===== src/rtl/ex_div_unit.sv =====
// ex_div_unit: multi-cycle radix-2 restoring divider for the EX stage.
// Handles DIV (signed) and DIVU, stalls IF..EX while a quotient is pending and
// returns quotient (LO) and remainder (HI) with a single-cycle valid.
//
//   state     | meaning
//   ----------+-----------------------------------------------------------
//   S_IDLE    | waiting for div_start; operands latched on accept
//   S_BUSY    | one restoring step per cycle on operand magnitudes
//   S_DIVZERO | divisor was zero; fixed result staged, no iterations
//   S_DONE    | result_valid high for one cycle, pipeline advances
module ex_div_unit #(
   parameter int WIDTH = 32,
   parameter int CNT_W = 6
) (
   input  logic             clk,
   input  logic             rst,
   input  logic             div_start,
   input  logic             div_signed,
   input  logic             annul,
   input  logic [WIDTH-1:0] dividend,
   input  logic [WIDTH-1:0] divisor,
   output logic             stallreq_for_ex,
   output logic             result_valid,
   output logic [WIDTH-1:0] quotient,
   output logic [WIDTH-1:0] remainder
);

   typedef enum logic [1:0] {
      S_IDLE    = 2'd0,
      S_BUSY    = 2'd1,
      S_DIVZERO = 2'd2,
      S_DONE    = 2'd3
   } state_t;

   localparam logic [CNT_W-1:0] LAST_STEP = CNT_W'(WIDTH - 1);

   state_t             state_q, state_d;
   logic [CNT_W-1:0]   cnt_q, cnt_d;
   // dvd_q shifts the dividend magnitude out at the top while quotient bits
   // enter at the bottom, so after WIDTH steps it holds the raw quotient.
   logic [WIDTH-1:0]   dvd_q, dvd_d;
   logic [WIDTH-1:0]   dvs_q, dvs_d;
   logic [WIDTH-1:0]   rem_q, rem_d;
   logic               q_neg_q, q_neg_d;
   logic               r_neg_q, r_neg_d;
   logic [WIDTH-1:0]   quotient_q, quotient_d;
   logic [WIDTH-1:0]   remainder_q, remainder_d;

   logic               a_neg, b_neg;
   logic [WIDTH-1:0]   a_mag, b_mag;
   logic [WIDTH:0]     rem_shift;
   logic               q_bit;
   logic [WIDTH-1:0]   rem_step, dvd_step;
   logic [WIDTH-1:0]   q_res, r_res;

   // Operand magnitudes; -2^(WIDTH-1) negates to itself, which is the correct
   // unsigned magnitude.
   always_comb begin
      a_neg = div_signed & dividend[WIDTH-1];
      b_neg = div_signed & divisor[WIDTH-1];
      a_mag = a_neg ? (WIDTH'(0) - dividend) : dividend;
      b_mag = b_neg ? (WIDTH'(0) - divisor)  : divisor;
   end

   // One restoring step plus sign fix-up of the would-be final result.
   // The partial remainder stays below the divisor, so the subtraction
   // result always fits in WIDTH bits.
   always_comb begin
      rem_shift = {rem_q, dvd_q[WIDTH-1]};
      q_bit     = (rem_shift >= {1'b0, dvs_q});
      rem_step  = q_bit ? (rem_shift[WIDTH-1:0] - dvs_q) : rem_shift[WIDTH-1:0];
      dvd_step  = {dvd_q[WIDTH-2:0], q_bit};
      q_res     = q_neg_q ? (WIDTH'(0) - dvd_step) : dvd_step;
      r_res     = r_neg_q ? (WIDTH'(0) - rem_step) : rem_step;
   end

   // Next-state and datapath update; annul overrides everything at the end.
   always_comb begin
      state_d     = state_q;
      cnt_d       = cnt_q;
      dvd_d       = dvd_q;
      dvs_d       = dvs_q;
      rem_d       = rem_q;
      q_neg_d     = q_neg_q;
      r_neg_d     = r_neg_q;
      quotient_d  = quotient_q;
      remainder_d = remainder_q;

      case (state_q)
         S_IDLE: begin
            if (div_start) begin
               cnt_d = '0;
               if (divisor == '0) begin
                  // Staged so S_DIVZERO can load the outputs directly.
                  dvd_d   = '1;
                  dvs_d   = '0;
                  rem_d   = dividend;
                  q_neg_d = 1'b0;
                  r_neg_d = 1'b0;
                  state_d = S_DIVZERO;
               end else begin
                  dvd_d   = a_mag;
                  dvs_d   = b_mag;
                  rem_d   = '0;
                  q_neg_d = a_neg ^ b_neg;
                  r_neg_d = a_neg;
                  state_d = S_BUSY;
               end
            end
         end
         S_BUSY: begin
            dvd_d = dvd_step;
            rem_d = rem_step;
            cnt_d = cnt_q + CNT_W'(1);
            if (cnt_q == LAST_STEP) begin
               quotient_d  = q_res;
               remainder_d = r_res;
               state_d     = S_DONE;
            end
         end
         S_DIVZERO: begin
            quotient_d  = dvd_q;
            remainder_d = rem_q;
            state_d     = S_DONE;
         end
         S_DONE: begin
            state_d = S_IDLE;
         end
         default: begin
            state_d = S_IDLE;
         end
      endcase

      if (annul) begin
         state_d     = S_IDLE;
         dvd_d       = dvd_q;
         dvs_d       = dvs_q;
         rem_d       = rem_q;
         q_neg_d     = q_neg_q;
         r_neg_d     = r_neg_q;
         cnt_d       = cnt_q;
         quotient_d  = quotient_q;
         remainder_d = remainder_q;
      end
   end

   // State and datapath registers.
   always_ff @(posedge clk or negedge rst) begin
      if (!rst) begin
         state_q     <= S_IDLE;
         cnt_q       <= '0;
         dvd_q       <= '0;
         dvs_q       <= '0;
         rem_q       <= '0;
         q_neg_q     <= 1'b0;
         r_neg_q     <= 1'b0;
         quotient_q  <= '0;
         remainder_q <= '0;
      end else begin
         state_q     <= state_d;
         cnt_q       <= cnt_d;
         dvd_q       <= dvd_d;
         dvs_q       <= dvs_d;
         rem_q       <= rem_d;
         q_neg_q     <= q_neg_d;
         r_neg_q     <= r_neg_d;
         quotient_q  <= quotient_d;
         remainder_q <= remainder_d;
      end
   end

   // Stall is combinational so CTRL freezes the pipe on the accept cycle;
   // gating with rst keeps it low while reset is held.
   always_comb begin
      stallreq_for_ex = rst & (((state_q == S_IDLE) & div_start & ~annul) |
                               (state_q == S_BUSY) | (state_q == S_DIVZERO));
      result_valid    = (state_q == S_DONE) & ~annul;
      quotient        = quotient_q;
      remainder       = remainder_q;
   end

endmodule


===== config.mk =====
export PLATFORM = sky130hd
export DESIGN_NAME = ex_div_unit
export DESIGN_NICKNAME = d
export VERILOG_FILES = /design/src/rtl/ex_div_unit.sv
export SDC_FILE = /design/constraint.sdc
export NUM_CORES = 1
export LEC_CHECK = 0
export BUFFER_PORTS_ARGS = -buffer_cell sky130_fd_sc_hd__buf_2
export CAP_MARGIN = 0
export CORE_ASPECT_RATIO = 0.5
export CORE_MARGIN = 2
export CORE_UTILIZATION = 45
export DETAILED_ROUTE_END_ITERATION = 10
export SKIP_LAST_GASP = 1
export SYNTH_ARGS = -nofsm -noshare
export SYNTH_HDL_FRONTEND = slang
export SYNTH_SLANG_ARGS = --single-unit

===== constraint.sdc =====
create_clock -name clk -period 5.6 [get_ports clk]
set_input_delay 0.28 -clock clk [delete_from_list [all_inputs] [get_ports clk]]
set_output_delay 0.28 -clock clk [all_outputs]
set_load 0.005 [all_outputs]

Word level (Yosys, flattened, before mapping)
Cells that the tools add are included.
- flip-flop bits (word level): 170
- bits of input ports: 69
- output and inout port bits: 66
- logic and storage cells: 67
- $add $sub $neg: 6
- magnitude comparators: 1
- eq/ne operators: 8
- multiplexer cells: 25
- bitwise logic cells: 10
- reduce and logical (&&, ||, !) cells: 8
- operator list (operator ; count):
    32-bit two-way mux ; 12
    32-bit case mux with 2 select lines ; 4
    1-bit by 32-bit subtractor with 32-bit output, first input constant ; 4
    33-bit by 32-bit greater-or-equal comparator with 1-bit output ; 1
    32-bit logical NOT ; 1
    32-bit subtractor ; 1
    6-bit case mux with 2 select lines ; 1
    3-bit AND reduction ; 3
    2-bit two-way mux ; 4
    2-bit case mux with 4 select lines ; 1
    6-bit by 1-bit adder with 6-bit output, second input constant ; 1
    1-bit AND ; 6
    6-bit by 5-bit == test with 1-bit output, second input constant ; 1
    6-bit two-way mux ; 1
    3-bit != test, second input constant ; 2
    2-bit == test, second input constant ; 2
    2-bit != test, second input constant ; 2
    2-bit nonzero test ; 2
    2-bit by 1-bit == test with 1-bit output, second input constant ; 1
    2-bit logical NOT ; 1
    1-bit two-way mux ; 2
    1-bit bitwise OR ; 2
    2-bit AND reduction ; 1
    1-bit NOT ; 1
    1-bit XOR ; 1

Longest topological paths before layout
Gate-level depths: netlist (run 1).
- depth after elaboration: 6
- mapped depth: 25
- gate-level depth less buffers: 21

Worst setup path after synthesis (run 1)
No wires, ideal clock.
- path type: register to register
- start point: reg rem_q[5]
- end point: reg remainder_q[30], in the netlist remainder[30]
- setup time: 0.138 ns
- arrival: 4.427 ns
- required time: 5.462 ns
- path slack: 1.035 ns
- cell stages (with the launch flop): 21
- buffers on the path: 4
- period minus slack after synthesis: 4.565 ns
- cells stage by stage: dfrtp_1 ha_1 buf_2 nand4_1 nor4_1 o2111ai_1 o211ai_2 a21o_4 buf_2 buf_2 buf_2 a21oi_1 inv_1 ha_1 nand2_1 or4_4 o32ai_4 nand3_1 o31ai_2 xor2_1 o22ai_1
- longest elaborated chain between the ends: 6
- elaborated cells on any way between the ends: 7
- those cells by class: 2 x add/sub; 1 x order compare; 4 x mux
- ends and longest elaborated chain (item ; RTL line ; text):
    from (decl) ; 43 ; logic [WIDTH-1:0] rem_q, rem_d;
    from (signal assigned) ; 164 ; rem_q <= rem_d;
    32-bit subtractor or 33-bit by 32-bit greater-or-equal comparator with 1-bit output (tied branches) ; 71, 70 ;
    32-bit two-way mux (*) ; 71 ; rem_step = q_bit ? (rem_shift[WIDTH-1:0] - dvs_q) : rem_shift[WIDTH-1:0];
    1-bit by 32-bit subtractor with 32-bit output ; 74 ; r_res = r_neg_q ? (WIDTH'(0) - rem_step) : rem_step;
    32-bit two-way mux (*) ; 74 ;
    32-bit two-way mux (*) ; 115 ; if (cnt_q == LAST_STEP) begin
    32-bit case mux with 2 select lines (*) ; 89 ; case (state_q)
    to (signal assigned) ; 168 ; remainder_q <= remainder_d;
    to (decl) ; 47 ; logic [WIDTH-1:0] remainder_q, remainder_d;
Mark *: on every way between the ends. The rest lies on a longest branch, timed or not. The select of a mux whose other input is x is not followed.
A chain may end at the register's enable or synchronous reset.

Final worst setup path (run 1)
- start point: reg rem_q[4]
- end point: reg remainder_q[30], in the netlist remainder[30]
Same word-level chain as after synthesis.

==> results_dict.tcl, run 1 <==
set metrics [dict create \
    synthFlopType "dfrtp_1" \
    setup_tns_ns 0 \
    max_freq_mhz 202.7 \
    fillers 2860 \
    multiInputGateArea_um2 8152 \
    drive_gt1_share_pct 12.97 \
    synth.cell_area_um2 13090 \
    viasPerCell 5.876 \
    synth_mux_area_share_pct 3.395 \
    synthSimpleGateAreaFrac_pct 19.80 \
    drc 0 \
    crit_type "reg -> reg" \
    outcome "finished, final reports clean" \
    synth-compound-area-share_pct 25.46 \
    initial_core_util_pct 45.45 \
    synth_area_per_cell_um2 7.793 \
    grt.total_usage_pct 28.43 \
    path_cells "ha_1, nand4_1, nor4_1, o2111ai_1, o211ai_2, a21o_4, inv_4, nand2_1, nand2_1, inv_1, ha_1, nand2_1, or4_4, o32ai_4, nand3_1, o31ai_2, xor2_1, o22ai_1" \
    cts_sinks 170 \
    cap_violations 0 \
    synth.distinct_cells 80 \
    synth_seq_cells 170 \
    reg2reg_slack_ns 0.67 \
    start_kind "flip-flop" \
    tritoncts "built" \
    syn-num-nets 1790 \
    num_io_pins 135 \
    ff2ff_path_depth 18 \
    postRouteAntennaNets 0 \
    port_buffers 134 \
    fin_crit_sh_pct 88.12 \
    dieArea_um2 30540 \
    antenna_found_initial 3 \
    syn_to_final_growth_pct 10.77 \
    worst_ep_arrival_time_ns 5.25 \
    worst_setup_path_end_kind "flip-flop" \
    gp_congestion 0.9477 \
    post_cts_buffers 0 \
    async_flop_share_pct 100.0 \
    setup_violations 0 \
    synth_edf_count 0 \
    worstPathRequired_ns 5.91 \
    cts-root-buf "clkbuf_16" \
    hold_depth 2 \
    cp_max_fo 32 \
    grt_max_degree 120 \
    grt_overflow 0 \
    hold_viol 0 \
    drtPass1Iterations 6 \
    cp_common_cell "nand2_1" \
    crit_slowest_cell "or4_4" \
    layout.nets 1842 \
    grt_pass1_vias 11760 \
    synth_top_family_by_area "compound AO/OA/AOI/OAI gates" \
    wl_um 43040 \
    core_um2 28790 \
    num_rows 44 \
    synth-xor-area-share_pct 9.371 \
    hpwl_um 31890 \
    die_w_um 245.2 \
    drv_slew 0 \
    final_period_minus_worst_setup_slack_ns 4.934 \
    finalCoreUtilization_pct 50.34 \
    worst_pin_slew_ns 1.006 \
    rsz0062_at_grt "false" \
    relSlewSlack_pct 32.93 \
    hold_class "in -> reg" \
    vias 12560 \
    clk_pin_slew_ns 0.08 \
    dr.first_iter.drc_count 1227 \
    dieHeight_um 124.6 \
    synthCells 1679 \
    yosysSeqAreaShare_pct 32.51 \
    wl_per_cell_um 20.14 \
    h-tree-depth 4 \
    grt_pass1_wl_um 67580 \
    clockBufferDepth 2 \
    ys_warn_count 0 \
    insertion_delay_ns 0.47 \
    register_area_um2 4254 \
    synth_fa_ha_area_share_pct 4.073 \
    skew_ns 0.01032 \
    max_stage_delay_ns 0.57 \
    numCtsBuffers 17 \
]
## through the flow
step                hold slack [ns]  setup WS (ns)  cells  area [um^2]
finish                      0.07922         0.6655   2137        14490
global route                0.08664         0.3028   2137        14490
CTS                         0.06230         0.7039   2134        14490
detailed placement           0.2683         0.7124   2102        13930
global placement             0.2727         0.8383   2102        13930
floorplan                  -0.01559          1.035   1679        13090
## cells by family (layout without fill, tap and decap cells)
kind of cell | after synthesis | count (layout)
flops | 170 | 170
buf+inv | 178 | 242
mux | 42 | 42
fa+ha+maj | 42 | 42
simple gates | 559 | 559
xor+xnor | 140 | 140
compound gates | 548 | 548
other cells | 0 | 3
## layer usage
layer	global-route usage (%)	vias up	wire length, um
met2	42.04	459	18430
met1	42.93	5989	21010
met5	0	-	0
met4	8.286	0	707
li1	-	6064	-
met3	3.771	46	2899
## state kept, by name, summed over array words and instances (netlist names)
signal and cells:
r_neg_q 1, rem_q 32, dvd_q 32, quotient 32, cnt_q 6, remainder 32
state_q 2, dvs_q 32, q_neg_q 1
## timing repair
item / in CTS / in global routing
resized for setup: 0 / 0
hold buffers: 1 / 0
hold endpoints to repair: 51 / 0
## placed cells by master, fill, tap and decap left out, types with 8 or more instances in the layout
cell type,count
nand2_1,238
o21ai_0,189
a21oi_1,179
dfrtp_1,170
buf_2,133
nor2_1,120
xor2_1,71
xnor2_1,69
inv_1,60
ha_1,39
nand3_1,33
mux2i_1,32
and3_1,30
nor3_1,29
o31ai_1,26
a31oi_1,24
o21a_1,18
clkbuf_16,17
or3_1,16
nor4_1,15
nand4_1,14
and2_1,14
nand2b_1,14
buf_4,14
o21ai_1,13
o211ai_1,9
mux2_2,9
o41ai_1,9
a21o_1,8
## worst max-delay path, delay by kind of cell, from the launching register on
family | cells | cell delay [ns]
AOI/OAI and AO/OA | 6 | 1.54
xor gates and xnor gates | 1 | 0.16
adders and majority gates | 2 | 0.75
buffers and inverters | 2 | 0.13
DFF | 1 | 0.47
and+or+nand+nor | 7 | 1.71
## cells in the mapped netlist (all sizes together) (24+ instances only)
| cell | n | area, um^2 |
|---|---|---|
| a21oi | 180 | 904.6 |
| a31oi | 24 | 150.1 |
| and3 | 30 | 187.7 |
| buf | 27 | 133.9 |
| clkbuf | 90 | 339.1 |
| dfrtp | 170 | 4254 |
| ha | 41 | 513.0 |
| inv | 61 | 231.5 |
| mux2i | 33 | 342.8 |
| nand2 | 238 | 893.4 |
| nand3 | 33 | 165.2 |
| nor2 | 120 | 450.4 |
| nor3 | 29 | 145.1 |
| o21ai | 205 | 1045 |
| o31ai | 28 | 229.0 |
| xnor2 | 69 | 604.3 |
| xor2 | 71 | 621.9 |
## cell type report
cell class                 instances  share of cell area [%]
inverter                          61                   1.597
timing repair buffer             150                   5.603
clock inverter                    12                  0.7251
tap                              391                   3.375
multi-input combinational       1331                   56.24
clock buffer                      19                   3.056
sequential                       170                   29.35
antenna                            3                 0.05180
## worst paths after layout
path,to,from
worst max-delay path,remainder[30]$_DFFE_PN0P_,rem_q[4]$_DFFE_PN0P_
worst min-delay path,state_q[1]$_DFFE_PN0P_,annul
worst max register to register,remainder[30]$_DFFE_PN0P_,rem_q[4]$_DFFE_PN0P_
worst min register to register,quotient[5]$_DFFE_PN0P_,quotient[5]$_DFFE_PN0P_
max in group asynchronous,cnt_q[4]$_DFFE_PN0P_,rst
min in group asynchronous,dvs_q[3]$_DFFE_PN0P_,rst
Power of run 1 is left out: the tool's default activity adds up to more than one toggle a clock period on the data nets, which glitch-free logic cannot reach.
==> inputs of run 2 (changes only) <==
CTS_BUF_LIST = sky130_fd_sc_hd__clkbuf_16   (was default)
==> results_dict.tcl, run 2 (synthesis gave the netlist of run 1 again) <==
set metrics [dict create \
    setup_violations 0 \
    hpwl_um 31890 \
    worst_pin_slew_ns 0.9938 \
    cts-resized-gates 0 \
    crit_type "reg -> reg" \
    drv_slew 0 \
    worstHoldStart "annul" \
    grt_max_degree 120 \
    core_um2 28790 \
    grt_overflow 0 \
    rsz0062_at_grt "false" \
    cp_max_fo 32 \
    worstPathRequired_ns 5.91 \
    drtPass1Iterations 8 \
    hold_class "in -> reg" \
    syn_to_final_growth_pct 10.69 \
    viasPerCell 5.839 \
    start_kind "flip-flop" \
    max_freq_mhz 203.3 \
    tritoncts "built" \
    antenna_found_initial 3 \
    ff2ff_path_depth 18 \
    final_period_minus_worst_setup_slack_ns 4.918 \
    cts_sinks 170 \
    vias 12480 \
    cts-root-buf "clkbuf_16" \
    wl_per_cell_um 20.14 \
    layout.nets 1842 \
    layout_common_cells "nand2_1, o21ai_0, a21oi_1" \
    grt_pass1_vias 11770 \
    fin_crit_sh_pct 87.83 \
    outcome "finished, final reports clean" \
    relSlewSlack_pct 33.75 \
    fillers 2862 \
    drive_gt1_share_pct 12.91 \
    insertion_delay_ns 0.47 \
    reg2reg_from "rem_q[4]$_DFFE_PN0P_" \
    port_buffers 134 \
    worst_ep_arrival_time_ns 5.23 \
    mostFrequentLayoutCell "nand2_1" \
    dr.first_iter.drc_count 1237 \
    numCtsBuffers 17 \
    h-tree-depth 4 \
    dieHeight_um 124.6 \
    initial_core_util_pct 45.45 \
    num_io_pins 135 \
    grt_pass1_wl_um 67590 \
    min_to "state_q[1]$_DFFE_PN0P_" \
    grt.total_usage_pct 28.43 \
    clockBufferDepth 2 \
    r2r-end "remainder[30]$_DFFE_PN0P_" \
    clk_pin_slew_ns 0.08 \
    reg2reg_slack_ns 0.68 \
    skew_ns 0.01135 \
    drc 0 \
    worst_setup_path_end_kind "flip-flop" \
    gp_congestion 0.9477 \
    setup_tns_ns 0 \
    dieArea_um2 30540 \
    cap_violations 0 \
    wl_um 43040 \
    postRouteAntennaNets 0 \
    hold_viol 0 \
    num_rows 44 \
    hold_depth 2 \
    die_w_um 245.2 \
]
run 2: cell types whose count changed in the layout (fill, tap and decap cells not counted):
cell | previous run | this run
clkbuf_1 | 1 | 0
clkbuf_8 | 1 | 0
clkinv_1 | 0 | 1
inv_1 | 60 | 61
run 2: final cells by class:
cell class,count,area (um^2),area share (%)
multi-input combinational,1331,8152,56.28
antenna,3,7.507,0.05183
clock buffer,17,425.4,2.937
tap,391,489.2,3.378
inverter,61,231.5,1.598
clock inverter,14,112.6,0.7775
timing repair buffer,150,812.0,5.606
sequential,170,4254,29.37
run 2: stage by stage:
step,hold slack (ns),instances,area [um^2],setup slack (ns),utilization (%)
floorplan,-0.01559,1679,13090,1.035,-
global placement,0.2727,2102,13930,0.8383,48.37
detailed placement,0.2683,2102,13930,0.7124,48.37
CTS,0.06230,2134,14480,0.7063,50.28
global route,0.08664,2137,14480,0.3028,50.30
finish,0.07993,2137,14480,0.6816,50.30
run 2: metal layers:
metal / GRT usage, % / wire (um) / up-vias
met5: 0 / 0 / -
met3: 3.771 / 2673 / 40
met4: 8.286 / 690 / 0
li1: - / - / 6062
met2: 42.01 / 18470 / 419
met1: 42.96 / 21210 / 5957
run 2: how the worst max path moves through the flow:
stage,startpoint,to
finish,rem_q[4]$_DFFE_PN0P_,remainder[30]$_DFFE_PN0P_
global route,rem_q[5]$_DFFE_PN0P_,remainder[28]$_DFFE_PN0P_
CTS,rem_q[4]$_DFFE_PN0P_,remainder[30]$_DFFE_PN0P_
detailed placement,rem_q[5]$_DFFE_PN0P_,remainder[30]$_DFFE_PN0P_
global placement,rem_q[4]$_DFFE_PN0P_,remainder[30]$_DFFE_PN0P_
floorplan,rem_q[5]$_DFFE_PN0P_,remainder[30]$_DFFE_PN0P_
run 2: repair_timing:
item	in CTS	in global routing
hold buffers	1	0
setup buffers	0	0
hold endpoints to repair	51	0
run 2: worst max-delay path, stage by stage, from the launching register on:
cell,delay [ns]
dfrtp_1,0.47
ha_1,0.53
nand4_1,0.23
nor4_1,0.43
o2111ai_1,0.19
o211ai_2,0.16
a21o_4,0.45
inv_4,0.06
nand2_1,0.07
nand2_1,0.09
inv_1,0.07
ha_1,0.22
nand2_1,0.09
or4_4,0.57
o32ai_4,0.34
nand3_1,0.23
o31ai_2,0.31
xor2_1,0.17
o22ai_1,0.08
Power of run 2 is left out for the same reason.
